===== config.mk =====
export PLATFORM = sky130hd
export DESIGN_NAME = motor_ramp_ctrl
export DESIGN_NICKNAME = d
export VERILOG_FILES = /design/src/rtl/motor_ramp_ctrl.sv
export SDC_FILE = /design/constraint.sdc
export NUM_CORES = 1
export LEC_CHECK = 0
export CAP_MARGIN = 20
export CORE_ASPECT_RATIO = 1.2
export CORE_MARGIN = 2
export CORE_UTILIZATION = 64
export DETAILED_ROUTE_END_ITERATION = 8
export PLACE_DENSITY = 0.87
export SYNTH_ARGS = -nofsm -noshare
export SYNTH_HDL_FRONTEND = slang
export SYNTH_SLANG_ARGS = --single-unit

===== constraint.sdc =====
create_clock -name clock -period 6.1 [get_ports clock]
set_clock_uncertainty 0.05 [all_clocks]
set_input_delay 0.61 -clock clock [delete_from_list [all_inputs] [get_ports clock]]
set_output_delay 0.61 -clock clock [all_outputs]
set_load 0.02 [all_outputs]

===== src/rtl/motor_ramp_ctrl.sv =====
// motor_ramp_ctrl: soft-start and direction sequencer for one drive channel.
// Slews PWM duty per period, forces reversals through zero plus dead time.
module motor_ramp_ctrl #(
    parameter int SIZE         = 12,
    parameter int PERIOD       = 4000,
    parameter int STEP         = 40,
    parameter int DEAD_PERIODS = 4
) (
    input  logic            clock,
    input  logic            reset,
    input  logic            cmd_valid,
    output logic            cmd_ready,
    input  logic [SIZE-1:0] cmd_duty,
    input  logic            cmd_dir,
    input  logic            estop,
    input  logic            pwm_done,
    output logic [SIZE-1:0] duty,
    output logic            dir,
    output logic            busy,
    output logic            at_target
);

    localparam int CW = (DEAD_PERIODS < 1) ? 1 : $clog2(DEAD_PERIODS + 1);

    localparam logic [SIZE-1:0] DUTY_MAX = SIZE'(PERIOD);
    localparam logic [SIZE:0]   STEP_W   = (SIZE+1)'(STEP);
    localparam logic [SIZE-1:0] STEP_N   = SIZE'(STEP);
    localparam logic [CW:0]     DEAD_W   = (CW+1)'(DEAD_PERIODS);

    typedef enum logic [2:0] {
        IDLE,
        RAMP,
        HOLD,
        REV_DOWN,
        DEAD,
        ESTOP
    } state_t;

    state_t          state;
    logic [SIZE-1:0] target;
    logic [SIZE-1:0] pend_target;
    logic            pend_dir;
    logic [CW-1:0]   dead_cnt;

    logic [SIZE-1:0] cmd_clamp;
    logic [SIZE:0]   up_sum;
    logic [SIZE:0]   dn_gap;
    logic [SIZE-1:0] slew;
    logic [SIZE-1:0] duty_nx;
    logic            slewing;
    logic            accept;
    logic            same_dir;
    logic            dead_last;

    // Requested duty limited to one full PWM period
    always_comb begin
        cmd_clamp = cmd_duty;
        if (cmd_duty > DUTY_MAX) begin
            cmd_clamp = DUTY_MAX;
        end
    end

    // One rate-limited step toward target, widened so it cannot wrap
    always_comb begin
        up_sum = {1'b0, duty} + STEP_W;
        dn_gap = {1'b0, duty} - {1'b0, target};
        slew   = duty;
        if (duty < target) begin
            if (up_sum >= {1'b0, target}) begin
                slew = target;
            end else begin
                slew = up_sum[SIZE-1:0];
            end
        end else if (duty > target) begin
            if (dn_gap <= STEP_W) begin
                slew = target;
            end else begin
                slew = duty - STEP_N;
            end
        end
    end

    // Duty only moves at the end of a PWM period while slewing
    always_comb begin
        slewing = (state == RAMP) || (state == REV_DOWN);
        duty_nx = duty;
        if (pwm_done && slewing) begin
            duty_nx = slew;
        end
    end

    // Handshake and status decode from the current state
    always_comb begin
        cmd_ready = 1'b0;
        unique case (state)
            IDLE, RAMP, HOLD: cmd_ready = !estop;
            default:          cmd_ready = 1'b0;
        endcase
        busy      = (state == RAMP) || (state == REV_DOWN)
                 || (state == DEAD);
        at_target = ((state == IDLE) || (state == HOLD))
                 && (duty == target);
    end

    // Accept qualification and dead-time terminal count
    always_comb begin
        accept    = cmd_valid && cmd_ready;
        same_dir  = (cmd_dir == dir)
                 || ((state == IDLE) && (duty == '0));
        dead_last = ({1'b0, dead_cnt} + (CW+1)'(1)) >= DEAD_W;
    end

    // Main sequencer: reset, then estop, then per-state behaviour
    always_ff @(posedge clock) begin
        if (reset) begin
            state       <= IDLE;
            duty        <= '0;
            dir         <= 1'b0;
            target      <= '0;
            pend_target <= '0;
            pend_dir    <= 1'b0;
            dead_cnt    <= '0;
        end else if (estop) begin
            state       <= ESTOP;
            duty        <= '0;
            target      <= '0;
            pend_target <= '0;
            dead_cnt    <= '0;
        end else begin
            unique case (state)
                IDLE, RAMP, HOLD: begin
                    duty <= duty_nx;
                    if (accept) begin
                        if (same_dir) begin
                            target <= cmd_clamp;
                            dir    <= cmd_dir;
                            state  <= RAMP;
                        end else begin
                            pend_target <= cmd_clamp;
                            pend_dir    <= cmd_dir;
                            target      <= '0;
                            state       <= REV_DOWN;
                        end
                    end else if (state == RAMP) begin
                        if (duty_nx == target) begin
                            state <= HOLD;
                        end
                    end else if (state == HOLD) begin
                        if (target == '0) begin
                            state <= IDLE;
                        end
                    end
                end
                REV_DOWN: begin
                    duty <= duty_nx;
                    if (duty_nx == '0) begin
                        dead_cnt <= '0;
                        state    <= DEAD;
                    end
                end
                DEAD: begin
                    if (pwm_done) begin
                        if (dead_last) begin
                            dir    <= pend_dir;
                            target <= pend_target;
                            if (pend_target == '0) begin
                                state <= IDLE;
                            end else begin
                                state <= RAMP;
                            end
                        end else begin
                            dead_cnt <= dead_cnt + CW'(1);
                        end
                    end
                end
                ESTOP: begin
                    state <= IDLE;
                end
                default: begin
                    state <= IDLE;
                end
            endcase
        end
    end

endmodule


* Yosys cells after proc, flatten, opt, wreduce, memory -nomap -nowiden
Index checks and enable logic that the tools add are counted.
Word-level totals: output and inout bits 16, word-level logic and storage cells 102, input bits 18, register bits after elaboration 44
Operators by class: magnitude comparators 6, add/subtract/negate cells 5, mux-type cells 33, bitwise operators 2, reduce and logical (&&, ||, !) cells 26, equality and inequality tests 22
Operators with widths (number):
- 12-bit 2-to-1 mux | 10
- 12-bit zero test | 4
- 3-bit 2-to-1 mux | 12
- 12-bit equality test | 2
- 12-bit one-hot mux with 2 select lines | 1
- 6-bit AND reduction | 3
- 5-bit inequality test, second input constant | 3
- 12-bit by 6-bit adder with 13-bit output, second input constant | 1
- 13-bit by 12-bit >= comparator with 1-bit output | 1
- 13-bit by 6-bit less-or-equal comparator with 1-bit output, second input constant | 1
- 12-bit by 12-bit subtractor with 13-bit output | 1
- 12-bit > comparator | 1
- 12-bit > comparator, second input constant | 1
- 12-bit < comparator | 1
- 4-bit inequality test, second input constant | 3
- 4-bit AND reduction | 3
- 12-bit by 6-bit subtractor with 12-bit output, second input constant | 1
- 2-bit inequality test, second input constant | 5
- 3-bit one-hot mux with 3 select lines | 1
- 3-bit by 2-bit equality test with 1-bit output, second input constant | 2
- 1-bit 2-to-1 mux | 6
- 3-bit inequality test, second input constant | 2
- 3-bit one-hot mux with 2 select lines | 1
- 3-bit by 1-bit adder with 4-bit output, second input constant | 1
- 19 further kinds | 27

* Logic depth before layout (Yosys ltp)
Gate-level depths: netlist of run 1.
word-level depth 12, mapped depth 19, mapped depth without buffers 17

* Least setup slack after synthesis of run 1
OpenSTA, ideal clock, no wires.
path type register -> register, start point register duty[3], end point register state[1], path buffers 1, slack 1.847 ns, arrival 4.123 ns, stages on the path, launching flop included 18, library setup time 0.080 ns, clock period less this slack 4.253 ns, data required time 5.970 ns, path through dfxtp_1 > buf_2 > a21oi_2 > nor2_1 > and3_1 > xor2_1 > ha_1 > a21o_1 > a221oi_1 > o311ai_2 > nor3_1 > nor2_1 > o22ai_2 > o31ai_1 > or4b_1 > or4_1 > o21ai_1 > nor3b_1
On the way: word-level cells in the longest chain between the ends 9
RTL lines:
- start: declaration | line 17 | output logic [SIZE-1:0] duty,
- start signal: assignment | line 132 | duty <= duty_nx;
- start signal: assignment | line 155 | duty <= duty_nx;
- 12-bit by 12-bit subtractor with 13-bit output | line 66 | dn_gap = {1'b0, duty} - {1'b0, target};
- 13-bit by 6-bit less-or-equal comparator with 1-bit output | line 75 | if (dn_gap <= STEP_W) begin
- 12-bit 2-to-1 mux | line 75
- 12-bit 2-to-1 mux | line 74 | end else if (duty > target) begin
- 12-bit 2-to-1 mux | line 68 | if (duty < target) begin
- 12-bit 2-to-1 mux | line 87 | if (pwm_done && slewing) begin
- 12-bit equality test / 12-bit zero test (equally long branches) | line 145, 156
- 4-bit inequality test (no line) / 2-bit by 1-bit inequality test with 1-bit output (equally long branches)
- 6-bit AND reduction (no line)
- end signal: assignment | line 142 | state <= REV_DOWN;
- end signal: assignment | line 146 | state <= HOLD;
- end signal: assignment | line 150 | state <= IDLE;
- end: declaration | line 39 | state_t state;
Parallel ways exist; a longest one is shown, timed or not. A chain may end at the register's enable or synchronous reset.

* Worst setup path in the final report of run 1
start point register duty[5], end point register state[1]
Same word-level chain as after synthesis.

==> metrics.txt, run 1 <==
adder and majority cell fraction of the synthesized area 7.063%; routability cong. 1.095; number of diodes added for antenna fixing 0; via count of the first global-routing pass 4460; Core Footprint 6446 um2; post-cts sizing count 0; mean area per synthesized cell 7.381 um2; number of hold-repair buffers added at the cts stage 0; Post-synth EDFFs 0; total routing usage reported by global routing 37.08%; worst slack at placement 979.5 ps; Max-slew headroom 28.18%; Worst-Margin Slew 1076 ps; routed via count 4723; aggregate global routing overflow 0; pwr/cell area 246.6 nW/um2; Vias per Instance 6.987; number of clock sinks 44; RSZ-0062 raised after global routing no; post-synthesis simple-gate area fraction 28.28%; largest fanout of any net on the critical path 16; path type of the worst min-delay path flop to flop; clock latency of the later-clocked register in the worst-skew pair 310 ps; Final Cell Area 4674 um2; wire length of the first global-routing pass 21.47 mm; smallest setup slack after layout 903.7 ps; crit path launch type flop; cell count after placement 668; DR iter-0 viols 608; endpoints failing setup 0; outcome complete, no violations; Async SR Flop Fraction 0%; HPWL after detailed placement 10.15 mm; nets in the synthesized netlist 618; area taken by flip-flops and latches 880.8 um2; count of filler cells inserted in the layout 548; count of boundary I/O pins 34; Die Span X 78.41 um; portion of the post-synthesis area used by sequential elements 20.72%; setup TNS after final layout 0 ps; length of the first detailed-routing pass in iterations 5; final std cells w/o fill 676; fraction of layout instances using a drive strength above 1 6.599%; achievable clock frequency 192.4 MHz; Synth Instances 576; CTS tree done; Cell Area, Placed 4582 um2; Max Cap Viol 0; initial antenna violation count 0; Clock H-tree levels 2; area of the die 7314 um2; final hold vios 0; endpoint arrival time on the critical path 5380 ps; row count 32; remaining design rule violation count 0; Longest Clk Path Bufs 2; footprint of the multi-input gates 3137 um2; maximum number of pins on one net before global-route repair 41; worst vdd ir 0.1831 mV; die height 93.29 um; time the final worst path needs with I/O delays and setup 5196 ps; Routed WL 13.28 mm; unique cell type count in the Yosys netlist 76; antenna-violating nets left 0; clock transition at the register clock pins on the worst setup and hold paths after CTS 90 ps; synth warn 0; number of buffer cells added on primary ports 33; post-DR wirelength/cell 19.65 um; Synth Cell Area 4252 um2; complex-gate fraction of the synthesized area 31.70%; leakage power figure 1.693 nW; number of register bits inferred by synthesis 44; root buf cell clkbuf_8; Post-CTS Setup Repair Bufs 0; area growth from synthesis to final layout 9.947%; number of max-slew violations in the final report 0; share of the synthesized netlist area taken by xor and xnor gates 3.502%; Final #Nets 632; portion of netlist area occupied by mux cells 3.090%; top flip-flop cell by instance count after synthesis dfxtp_1; category of the worst setup path capture point flop; most frequent cells in the layout nand2_1 (59), nor2_1 (59), dfxtp_1 (44), a21oi_1 (43), clkdlybuf4s50_1 (33); kind of critical path flop to flop; number of clock buffers inserted by TritonCTS 5; main combinational cell family by area after synthesis compound AO/OA/AOI/OAI gates; effective utilization at floorplan 65.95%; post-route fraction of the period consumed by the critical path 85.19%; Worst EP required 6280 ps
synthesized netlist by cell type, types with 9 or more instances:
library cell | n | area (um2)
ha_1 | 24 | 300.3
nor3_1 | 18 | 90.09
nand2_1 | 59 | 221.5
nor2_1 | 59 | 221.5
a22oi_1 | 12 | 90.09
o21ai_0 | 23 | 115.1
a21oi_1 | 43 | 215.2
mux2i_1 | 12 | 120.1
nor4_1 | 9 | 56.30
inv_1 | 28 | 105.1
nand3_1 | 18 | 90.09
dfxtp_1 | 44 | 880.8
clkbuf_1 | 20 | 75.07
a211oi_1 | 17 | 127.6
nand2b_1 | 19 | 118.9
xnor2_1 | 12 | 105.1
path summary, 6_finish.rpt:
check | startpoint | to | slack (ps) | depth (start not counted)
setup / recovery | duty[5] | state[1] | 900 | 15
hold / removal | pend_target[0] | pend_target[0] | 430 | 2
setup reg to reg | duty[5] | state[1] | 900 | 15
hold reg to reg | pend_target[0] | pend_target[0] | 430 | 2
cells by family after synthesis:
| kind of cell | count (synthesis) |
|---|---|
| flip-flops | 44 |
| AO/OA/AOI/OAI | 184 |
| adder cells (fa/ha/maj) | 24 |
| buffers and inverters | 57 |
| XOR/XNOR | 17 |
| AND/OR/NAND/NOR | 237 |
| multiplexers | 13 |
critical path, stage by stage, from the launching register on:
cell	delay, ps
dfxtp_1	670
a21oi_2	120
nor2_1	340
and3_1	240
xor2_1	100
ha_1	320
nand3_1	110
o311ai_2	940
buf_4	310
nor4_1	70
o41ai_2	300
o31ai_1	110
or4b_1	540
or4_1	540
o21ai_1	180
nor3b_1	180
metal layers:
metal | up-vias | GRT usage, % | wire [um]
li1 | 2186 | - | -
met1 | 2196 | 41.59 | 5069
met2 | 272 | 66.02 | 6495
met3 | 69 | 5.405 | 982
met4 | 0 | 22.22 | 734
met5 | - | 0 | 0
sequential cells by signal (all words and copies together), names as in the netlist:
register / flops
duty: 12
pend_target: 12
target: 12
dead_cnt: 3
state: 3
dir: 1
pend_dir: 1
power by group:
| group | internal (mW) | switching, mW |
|---|---|---|
| combinational | 0.243 | 0.395 |
| sequential | 0.299 | 0.0274 |
| clock | 0.0811 | 0.107 |
area by class of cell:
type	instances	area share (%)
flip-flops and latches	44	18.84
multi-input cells	475	67.10
well taps	85	2.275
inverters	28	2.248
clock inverters	3	0.5086
repair buffers	36	7.548
clock buffers	5	1.472
metrics by stage:
| stage | hold WS, ps | total power, mW | utilization, % |
|---|---|---|---|
| 5_1_grt | 448.5 | 1.214 | 72.52 |
| 3_5_place_dp | 410.8 | 0.9471 | 71.08 |
| 3_3_place_gp | 396.1 | 0.9383 | 71.08 |
| 2_1_floorplan | 380.0 | 0.7965 | - |
| 4_1_cts | 422.4 | 1.136 | 72.52 |
| 6_report | 427.5 | 1.153 | 72.52 |
(Power assumes the default switching activity.)
==> run 2: changes to the inputs <==
CORE_UTILIZATION = 45   (was 64)
DONT_BUFFER_PORTS = 1   (was not set)
MAX_ROUTING_LAYER = met4   (was not set)
PLACE_DENSITY = not set   (was 0.87)
==> run 2 against run 1 <==
Clock-buffer cell count is 1 higher. Combinational power is 3% lower. Worst setup slack got worse by 100 ps. Die area up 40%. Routed wire length is 5.4% higher. Clock power shrank 6%. Cell count grew 0.74%.
==> metrics.txt, run 2 (synthesized netlist as in run 1, its figures left out) <==
outcome complete, no violations; clock transition at the register clock pins on the worst setup and hold paths after CTS 80 ps; Worst-Margin Slew 894.5 ps; Die Span X 92.73 um; number of clock buffers inserted by TritonCTS 5; endpoints failing setup 0; achievable clock frequency 188.8 MHz; antenna-violating nets left 0; die height 110.5 um; net switching power of the design 0.5206 mW; sequential share of power 29.2%; aggregate global routing overflow 0; effective utilization at floorplan 46.57%; leakage power figure 1.593 nW; post-route fraction of the period consumed by the critical path 86.85%; number of buffer cells added on primary ports 0; fraction of layout instances using a drive strength above 1 7.308%; worst vdd ir 0.1824 mV; routability cong. 0.9886; Reg2Reg Setup Slack 800 ps; Clock H-tree levels 2; via count of the first global-routing pass 4268; post-DR wirelength/cell 20.55 um; most frequent cells in the layout nand2_1 (59), nor2_1 (59), dfxtp_1 (44), a21oi_1 (43), inv_1 (28); final hold vios 0; number of diodes added for antenna fixing 0; Core Footprint 9129 um2; Routed WL 13.99 mm; Post-CTS Setup Repair Bufs 0; clock latency of the later-clocked register in the worst-skew pair 300 ps; share of power burned in the clock network 15.7%; kind of critical path flop to flop; pwr/cell area 255.0 nW/um2; DR iter-0 viols 539; Final #Nets 603; maximum number of pins on one net before global-route repair 41; count of boundary I/O pins 34; registers with the most flip-flops duty x12, pend_target x12, target x12; initial antenna violation count 0; Max-slew headroom 40.37%; length of the first detailed-routing pass in iterations 5; Tot Pwr 1.123 mW; number of max-slew violations in the final report 0; number of clock sinks 44; largest fanout of any net on the critical path 13; remaining design rule violation count 0; share of total power in combinational logic 55.1%; internal power 0.6019 mW; area of the die 10240 um2; path type of the worst min-delay path primary input to flop; time the final worst path needs with I/O delays and setup 5298 ps; endpoint arrival time on the critical path 5470 ps; area growth from synthesis to final layout 3.561%; CTS tree done; switching share of total power 46.38%; Longest Clk Path Bufs 2; number of hold-repair buffers added at the cts stage 0; final std cells w/o fill 681; crit path launch type flop; Worst EP required 6270 ps; HPWL after detailed placement 10.77 mm; Max Cap Viol 0; post-cts sizing count 0; routed via count 4433; count of filler cells inserted in the layout 962; root buf cell clkbuf_8; total routing usage reported by global routing 28.03%; RSZ-0062 raised after global routing no; wire length of the first global-routing pass 22.41 mm; Vias per Instance 6.510; cell count after placement 674; category of the worst setup path capture point flop; row count 38; setup TNS after final layout 0 ps
## run 2: worst paths after layout
| check | start | endpoint | depth (start not counted) |
|---|---|---|---|
| worst max-delay path | duty[3] | state[1] | 16 |
| worst min-delay path | reset | state[0] | 1 |
| worst max register to register | duty[3] | state[1] | 16 |
| worst min register to register | pend_dir | pend_dir | 2 |
## run 2: cell type report
cell class                 instances  area, um2  area share [%]
timing repair buffer               7      52.55           1.194
inverter                          28      105.1           2.387
sequential                        44      880.8           20.01
tap                              120      150.1           3.410
multi-input combinational        475       3137           71.24
clock inverter                     1      5.005          0.1137
clock buffer                       6      72.57           1.648
## run 2: through the flow
stage / worst slack (ps) / area, um2 / hold WS, ps / util, %
after floorplan: 1847 / 4252 / 380.0 / -
after global placement: 940.8 / 4325 / 391.9 / 47.38
after detailed placement: 928.8 / 4325 / 404.9 / 47.38
after CTS: 875.4 / 4403 / 310.6 / 48.23
after global routing: 425.0 / 4403 / 304.0 / 48.23
final: 802.3 / 4403 / 316.8 / 48.23
## run 2: metal layers
metal / part of all wire, % / track usage, %
met1: 41 / 33.67
met2: 48 / 46.81
met3: 7.8 / 5.184
met4: 3.2 / 9.902
met5: 0 / -
## run 2: power groups by stage
stage	Combinational, mW	Clock (mW)	Sequential, mW
2_1_floorplan	0.476	0	0.320
4_1_cts	0.607	0.182	0.327
3_3_place_gp	0.607	0	0.334
5_1_grt	0.675	0.194	0.330
3_5_place_dp	0.603	0	0.334
6_report	0.619	0.176	0.328
## run 2: critical path: stages (launching register included)
cell and delay (ps):
dfxtp_1 730, ha_1 330, o21ai_1 110, xnor2_1 310, inv_1 120, ha_1 300, and3_1 180, o211ai_1 120
o311ai_2 770, buf_4 310, a21oi_1 100, o22ai_2 250, o31ai_1 110, or4b_1 530, or4_1 550, o21ai_1 170
nor3b_1 180
